[src/rtl/fault_inj_pkg.sv]
// Shared types and constants for the inline fault-injection controller
// and its pseudo-random source.
package fault_inj_pkg;

  localparam int          FI_LFSR_W    = 32;
  // Galois feedback mask for x^32 + x^22 + x^2 + x + 1 (right-shifting form)
  localparam logic [31:0] FI_LFSR_TAPS = 32'h8020_0003;

  typedef enum logic [1:0] {
    FI_STUCK0 = 2'b00,
    FI_STUCK1 = 2'b01,
    FI_FLIP   = 2'b10,
    FI_RAND   = 2'b11
  } fi_mode_e;

  typedef enum logic [2:0] {
    ST_IDLE,
    ST_ARMED,
    ST_DELAY,
    ST_INJECT,
    ST_DONE
  } fi_state_e;

  function automatic logic [FI_LFSR_W-1:0] lfsr_step(input logic [FI_LFSR_W-1:0] s);
    return s[0] ? ((s >> 1) ^ FI_LFSR_TAPS) : (s >> 1);
  endfunction

endpackage

[src/rtl/fi_lfsr.sv]
// 32-bit Galois LFSR that advances only when enabled; shared by the
// fault injectors as their random corruption source.
module fi_lfsr
  import fault_inj_pkg::*;
#(
  parameter logic [FI_LFSR_W-1:0] SEED = 32'hACE1_2468
) (
  input  logic                 clk,
  input  logic                 rstn,
  input  logic                 en,
  output logic [FI_LFSR_W-1:0] state
);

  // NOTE: clocked state uses non-blocking assignments so every flop samples
  // pre-edge values regardless of process evaluation order.
  always_ff @(posedge clk or negedge rstn) begin
    if (!rstn) begin
      state <= SEED;
    end else if (en) begin
      state <= lfsr_step(state);
    end
  end

endmodule

[src/rtl/fault_inj_ctrl.sv]
// Inline fault-injection controller: once armed and triggered, corrupts one
// selected channel for a programmed window after a programmed delay.
module fault_inj_ctrl
  import fault_inj_pkg::*;
#(
  parameter int          WIDTH     = 32,
  parameter int          CHANNELS  = 4,
  parameter int          CNT_W     = 16,
  parameter logic [31:0] LFSR_SEED = 32'hACE1_2468
) (
  input  logic                      clk,
  input  logic                      rstn,
  input  logic                      arm,
  input  logic                      abort,
  input  logic                      trigger,
  input  logic [3:0]                cfg_chan,
  input  logic [1:0]                cfg_mode,
  input  logic [WIDTH-1:0]          cfg_mask,
  input  logic [CNT_W-1:0]          cfg_delay,
  input  logic [CNT_W-1:0]          cfg_duration,
  input  logic [CHANNELS*WIDTH-1:0] sig_in,
  output logic [CHANNELS*WIDTH-1:0] sig_out,
  output logic                      active,
  output logic                      done,
  output logic                      cfg_err,
  output logic [7:0]                inj_count
);

  typedef struct packed {
    logic [3:0]       chan;
    fi_mode_e         mode;
    logic [WIDTH-1:0] mask;
    logic [CNT_W-1:0] delay;
    logic [CNT_W-1:0] duration;
  } cfg_t;

  localparam logic [CNT_W-1:0] CNT_ONE = CNT_W'(1);

  fi_state_e            state_q, state_d;
  logic [CNT_W-1:0]     cnt_q, cnt_d;
  cfg_t                 cfg_q, cfg_d;
  logic                 err_d;
  logic                 chan_ok;
  logic [FI_LFSR_W-1:0] lfsr_state;
  logic [WIDTH-1:0]     rnd_word;

  fi_lfsr #(.SEED(LFSR_SEED)) u_lfsr (
    .clk   (clk),
    .rstn  (rstn),
    .en    (state_q == ST_INJECT),
    .state (lfsr_state)
  );

  assign chan_ok = (32'(cfg_chan) < CHANNELS);

  // Narrow buses take the low LFSR bits; wide buses repeat the 32-bit pattern.
  always_comb begin
    rnd_word = '0;
    for (int i = 0; i < WIDTH; i++) begin
      rnd_word[i] = lfsr_state[i % FI_LFSR_W];
    end
  end

  function automatic logic [WIDTH-1:0] corrupt(input logic [WIDTH-1:0] w,
                                               input fi_mode_e         mode,
                                               input logic [WIDTH-1:0] mask,
                                               input logic [WIDTH-1:0] rnd);
    case (mode)
      FI_STUCK0: return w & ~mask;
      FI_STUCK1: return w | mask;
      FI_FLIP:   return w ^ mask;
      default:   return w ^ (rnd & mask);
    endcase
  endfunction

  // NOTE: every signal written in an always_comb gets a default first, so no
  // path through the block can leave it holding a value (no latch inferred).
  always_comb begin
    sig_out = sig_in;
    for (int k = 0; k < CHANNELS; k++) begin
      if (state_q == ST_INJECT && cfg_q.chan == 4'(k)) begin
        sig_out[k*WIDTH +: WIDTH] = corrupt(sig_in[k*WIDTH +: WIDTH], cfg_q.mode,
                                            cfg_q.mask, rnd_word);
      end
    end
  end

  always_comb begin
    state_d = state_q;
    cnt_d   = cnt_q;
    cfg_d   = cfg_q;
    err_d   = 1'b0;

    case (state_q)
      ST_IDLE: begin
        if (arm) begin
          if (chan_ok) begin
            cfg_d.chan     = cfg_chan;
            cfg_d.mode     = fi_mode_e'(cfg_mode);
            cfg_d.mask     = cfg_mask;
            cfg_d.delay    = cfg_delay;
            cfg_d.duration = cfg_duration;
            state_d        = ST_ARMED;
          end else begin
            err_d = 1'b1;
          end
        end
      end

      ST_ARMED: begin
        if (trigger) begin
          if (cfg_q.delay != '0) begin
            state_d = ST_DELAY;
            cnt_d   = cfg_q.delay;
          end else if (cfg_q.duration != '0) begin
            state_d = ST_INJECT;
            cnt_d   = cfg_q.duration;
          end else begin
            state_d = ST_DONE;
          end
        end
      end

      // cnt == 1 marks the last delay cycle, so injection starts d+1 cycles
      // after the trigger was sampled.
      ST_DELAY: begin
        if (cnt_q == CNT_ONE) begin
          if (cfg_q.duration != '0) begin
            state_d = ST_INJECT;
            cnt_d   = cfg_q.duration;
          end else begin
            state_d = ST_DONE;
          end
        end else begin
          cnt_d = cnt_q - CNT_ONE;
        end
      end

      ST_INJECT: begin
        if (cnt_q == CNT_ONE) begin
          state_d = ST_DONE;
        end else begin
          cnt_d = cnt_q - CNT_ONE;
        end
      end

      ST_DONE: state_d = ST_IDLE;

      default: state_d = ST_IDLE;
    endcase

    if (abort) begin
      state_d = ST_IDLE;
      cfg_d   = cfg_q;
      err_d   = 1'b0;
    end
  end

  // Status outputs are derived from the next state so they line up exactly
  // with the state they describe while still coming straight from flops.
  always_ff @(posedge clk or negedge rstn) begin
    if (!rstn) begin
      state_q   <= ST_IDLE;
      cnt_q     <= '0;
      cfg_q     <= '0;
      active    <= 1'b0;
      done      <= 1'b0;
      cfg_err   <= 1'b0;
      inj_count <= '0;
    end else begin
      state_q <= state_d;
      cnt_q   <= cnt_d;
      cfg_q   <= cfg_d;
      active  <= (state_d == ST_INJECT);
      done    <= (state_d == ST_DONE);
      cfg_err <= err_d;
      if (state_d == ST_DONE && inj_count != 8'hFF) begin
        inj_count <= inj_count + 8'd1;
      end
    end
  end

endmodule

[config.mk]
export PLATFORM = sky130hd
export DESIGN_NAME = fault_inj_ctrl
export DESIGN_NICKNAME = d
export VERILOG_FILES = /design/src/rtl/fault_inj_pkg.sv /design/src/rtl/fi_lfsr.sv /design/src/rtl/fault_inj_ctrl.sv
export SDC_FILE = /design/constraint.sdc
export NUM_CORES = 1
export LEC_CHECK = 0
export BUFFER_PORTS_ARGS = -buffer_cell sky130_fd_sc_hd__buf_4
export CORE_ASPECT_RATIO = 1.4
export CORE_MARGIN = 5
export CORE_UTILIZATION = 50
export CTS_CLUSTER_SIZE = 30
export DETAILED_ROUTE_END_ITERATION = 10
export GPL_ROUTABILITY_DRIVEN = 0
export GPL_TIMING_DRIVEN = 0
export PLACE_DENSITY = 0.85
export SYNTH_ARGS = -nofsm -noshare
export SYNTH_HDL_FRONTEND = slang
export SYNTH_SLANG_ARGS = --single-unit
[constraint.sdc]
create_clock -name clk -period 3.1 [get_ports clk]
set_input_delay 0.155 -clock clk [delete_from_list [all_inputs] [get_ports clk]]
set_output_delay 0.155 -clock clk [all_outputs]
set_load 0.05 [all_outputs]
**Word level (Yosys, flattened, before mapping)**

Index checks and enable logic that the tools add are counted.

- Add/sub/neg operators: 2
- Order comparisons: 1
- Eq/ne operators: 14
- Multiplexer cells: 28
- Bitwise gates (word level): 20
- Reduce and logical (&&, ||, !) cells: 13

Operator list:

| cell | count |
|---|---|
| 32-bit one-hot mux with 3 select lines | 4 |
| 32-bit XOR | 8 |
| 32-bit AND | 5 |
| 32-bit two-way mux | 5 |
| 32-bit OR | 4 |
| 16-bit two-way mux | 5 |
| 16-bit one-hot mux with 3 select lines | 1 |
| 32-bit inverter | 1 |
| 16-bit nonzero test | 2 |
| 3-bit two-way mux | 8 |
| 16-bit by 1-bit == test with 1-bit output, second input constant | 1 |
| 16-bit by 1-bit subtractor with 16-bit output, second input constant | 1 |
| 3-bit one-hot mux with 4 select lines | 1 |
| 3-bit by 2-bit == test with 1-bit output, second input constant | 3 |
| 8-bit by 1-bit adder with 8-bit output, second input constant | 1 |
| 4-bit by 2-bit == test with 1-bit output, second input constant | 2 |
| 8-bit inequality test, second input constant | 1 |
| 1-bit logical AND | 5 |
| 4-bit by 1-bit == test with 1-bit output, second input constant | 1 |
| 4-bit logical NOT | 1 |
| 4-bit by 3-bit less-than comparator with 1-bit output, second input constant | 1 |
| 1-bit two-way mux | 4 |
| 2-bit inequality test, second input constant | 2 |
| 3-bit inverter with 4-bit output | 1 |
| 10 further kinds | 10 |

- Register bits: 132
- Input port bits: 203
- Word-level logic and storage cells: 90

**Longest topological paths before layout**

- Word-level depth: 8
- Gate-level depth with buffers: 9

**Cells and area by module**

From an unflattened synthesis, not the netlist that was laid out.

- Cell total of the unflattened synthesis: 1103
- Area total of the unflattened synthesis: 8931.1 µm²

Modules (own cells, without submodules):

| module | times used | cells an instance | area an instance (µm²) |
|---|---|---|---|
| fault_inj_ctrl | 1 | 1030 | 7583.5 |
| fi_lfsr | 1 | 73 | 1347.5 |

**Least setup slack after synthesis**

Ideal clock, no wire load.

- Path type: reg2out
- From: register state_q[2]
- To: output port sig_out[10]
- Arrival time: 2.726 ns
- Path slack: 0.219 ns
- Cell stages (with the launch flop): 7
- Path buffers: 2
- Path through: dfrtp_1 -> nand3b_1 -> or3_1 -> or3_1 -> clkbuf_1 -> clkbuf_1 -> o21ai_0

- Cells in the longest elaborated chain, start to end: 3

Ends and longest elaborated chain:

| item | RTL line | source |
|---|---|---|
| start: declaration | fault_inj_ctrl.sv:39 | `fi_state_e state_q, state_d;` |
| start signal: assignment | fault_inj_ctrl.sv:171 | `state_q <= state_d;` |
| 3-bit by 2-bit == test with 1-bit output | fault_inj_ctrl.sv:81 | `if (state_q == ST_INJECT && cfg_q.chan == 4'(k)) begin` |
| 1-bit logical AND | fault_inj_ctrl.sv:81 |  |
| 32-bit two-way mux | fault_inj_ctrl.sv:81 |  |
| end: declaration | fault_inj_ctrl.sv:22 | `output logic [CHANNELS*WIDTH-1:0] sig_out,` |

No other way between the ends.

**Worst setup path in the final report**

- From: register state_q[2]
- To: output port sig_out[23]

The elaborated chain is that of the path after synthesis.

==> metrics.yaml <==
synth.avg_cell_area_sq_um: 7.485
slowest_delay_ns: 0.44
cp-end-kind: "output pin"
antenna_found_initial: 0
hold-path-cell-count: 2
cp_data_required_time_ns: 2.94
setup_viol_count_final: 0
drive_above_1_share: 0.3016
status: "complete, no violations"
hp-class: "input pin to register"
synth_seq_cells: 132
clock_sinks: 132
crit_path_cell_trace: "nand3b_1, or3_1, or3_4, clkbuf_2, o21ai_1, buf_4"
pwr-share-clk: 0.288
vdd_drop_max_v: 0.0004082
die_area_sq_um: 20800
coreArea_sq_um: 17850
areaGrowthSynthToFinish_pct: 46.79
dr.pass1.iters: 7
avgRoutedWirePerCell_um: 21.42
dp.cells: 1783
hold_viol: 0
start_util: 0.5036
yosys.area.top_type_share: 0.3312
post_drt_via_cell_ratio: 6.302
async_reset_ff_frac: 1.000
fmax_mhz: 323.8
grt_setup_unrepaired: "false"
tns_ns: 0
htree_num_levels: 4
ys_types: 54
yosys.area.top_type: "dfrtp_1"
seqPwrFrac: 0.355
cpMaxStageDelayCell: "or3_4"
drv_cap: 0
tightestPinTransition_ns: 0.7929
synthesis.area_sq_um: 8990
grt_pass1_wl_um: 61550
clock-root-buffer: "clkbuf_16"
finalNonFillerCells: 1881
die_w_um: 123.3
netlist_instances: 1201
ys_seq_area_frac: 0.3692
switchingPower_mw: 2.800
synth_nets: 1407
slew_violations: 0
start_kind: "register"
first_global_vias: 11590
r2r_cells: 7
arrival_ns: 2.93
insertion_delay_ns: 0.41
cts_tree: "done"
yosys_warnings: 0
drc_errors: 0
pwr_density_cell_nw_per_um2: 533.6
globalRouteOverflowTotal: 0
io_pins: 342
io_buffers: 341
clkTransAtPathRegs_ns: 0.06
crit_type: "register to output pin"
finalNetCount: 1834
diodes: 0
rows: 58
min_period_over_period: 0.9962
skew_ns: 0.01030
p_comb_frac: 0.357
synthTopCellsByArea: "dfrtp_1 33%, o21ai_0 23%, mux2_2 8.9%"
internal-power_mw: 4.242
postRouteAntennaNets: 0
period_needed_ns: 3.088
swShare: 0.3976
relSlewSlack: 0.4665
hpwl_um: 29110
grt_start_max_net_pins: 102
cts_buffer_depth: 2
synth_flop_cell: "dfrtp_1"
cts_buffers: 17
p_leak_nw: 5.896
die_h_um: 168.7
grt_use_total: 0.3783
drt_iter0_drc: 1330
num_vias: 11860
cp_max_fo: 10
wl_um: 40280
synth_edf_count: 0
## registers in the layout, indices dropped and copies added (netlist names)
| register | flops |
|---|---|
| done | 1 |
| u_lfsr.state | 32 |
| cfg_err | 1 |
| cfg_q | 70 |
| state_q | 3 |
| active | 1 |
| cnt_q | 16 |
| inj_count | 8 |
## worst paths after layout
path | start | to | slack [ns]
setup / recovery | state_q[2] | sig_out[23] | 0.01
hold / removal | cfg_chan[1] | cfg_q[67] | 0.01
setup reg to reg | cnt_q[12] | cnt_q[9] | 0.13
hold reg to reg | u_lfsr.state[6] | u_lfsr.state[5] | 0.47
max in group asynchronous | rstn | u_lfsr.state[16] | 2.05
min in group asynchronous | rstn | cfg_q[30] | 0.20
## cell type report
| type | instances | area, sq um |
|---|---|---|
| Tap cell | 240 | 300.3 |
| Multi-Input combinational cell | 991 | 5400 |
| Inverter | 5 | 18.77 |
| Sequential cell | 132 | 3319 |
| Timing Repair Buffer | 409 | 3262 |
| Clock inverter | 11 | 126.4 |
| Fill cell | 1386 | 4656 |
| Buffer | 72 | 299.0 |
| Clock buffer | 21 | 470.5 |
## logic make-up (layout without fill, tap and decap cells)
| kind of cell | Yosys count | after routing | synth area share |
|---|---|---|---|
| AO/OA/AOI/OAI | 475 | 475 | 0.2832 |
| XOR/XNOR | 10 | 10 | 0.009742 |
| adder cells (fa/ha/maj) | 3 | 3 | 0.004176 |
| buffers and inverters | 78 | 518 | 0.03410 |
| flip-flops | 132 | 132 | 0.3692 |
| multiplexers | 73 | 73 | 0.09116 |
| AND/OR/NAND/NOR | 430 | 430 | 0.2084 |
## placed cells by master (no fill, tap or decap), types with 10 or more instances in the layout
cell	instances
a21oi_1	27
buf_4	340
clkbuf_1	53
clkbuf_16	17
clkbuf_2	12
dfrtp_1	119
dfstp_2	13
dlygate4sd3_1	67
mux2_2	71
nand2_1	169
nand2b_1	36
nand3_1	11
nor2_1	160
nor3_1	13
nor4_1	10
o21ai_0	398
## power by group through the flow
stage / logic (mW) / registers (mW) / clock network [mW]
2_1_floorplan: 1.54 / 2.35 / 0
3_3_place_gp: 2.27 / 2.47 / 0
3_5_place_dp: 2.34 / 2.50 / 0
4_1_cts: 2.43 / 2.47 / 2.03
5_1_grt: 2.73 / 2.55 / 2.11
6_report: 2.51 / 2.50 / 2.02
## critical path: cells and delay by family (launching register included)
| family | cells | cell delay [ns] |
|---|---|---|
| buf+inv | 2 | 0.57 |
| flops | 1 | 0.42 |
| simple gates | 3 | 1.13 |
| compound gates | 1 | 0.40 |
## through the flow
stage	utilization	total power [mW]	cell area (sq um)	hold WS, ns	setup WS (ns)
after detailed placement	0.6655	4.832	11880	0.06202	0.1248
after global placement	0.6638	4.742	11850	0.3880	0.1345
final	0.7392	7.042	13200	0.01368	0.01179
after CTS	0.7372	6.923	13160	0.0009646	0.002801
after floorplan	-	3.886	8990	-0.1406	0.2193
after global routing	0.7392	7.390	13200	0.002871	0.001364
## synth_stat cells, drive strengths merged, types with 3 or more instances
cell / instances
xnor2: 4
nor4: 11
o22ai: 4
buf: 7
nand3: 11
a31oi: 5
nand2: 171
nor2b: 4
inv: 5
and2: 3
dfstp: 13
dfrtp: 119
ha: 3
o31a: 3
o21ai: 409
or3: 3
nor3: 13
mux2: 71
xor2: 6
nor2: 160
and4: 3
nand2b: 36
nand4: 4
a221oi: 4
a21oi: 27
clkbuf: 66
and3: 3
## timing repair
action                     CTS  global route
hold buffers                67             0
buffers inserted             0             0
hold endpoints to repair    97             0
cloned                       0             0
resized for setup           14            26
setup endpoints to repair   33            54
## layer usage
layer | up-vias | GRT usage | wire length (um)
li1 | 5113 | - | -
met1 | 5438 | 0.4250 | 13040
met2 | 1015 | 0.6231 | 19160
met3 | 289 | 0.1003 | 4877
met4 | 0 | 0.2496 | 3208
met5 | - | 0 | 0
(Power assumes the default switching activity.)
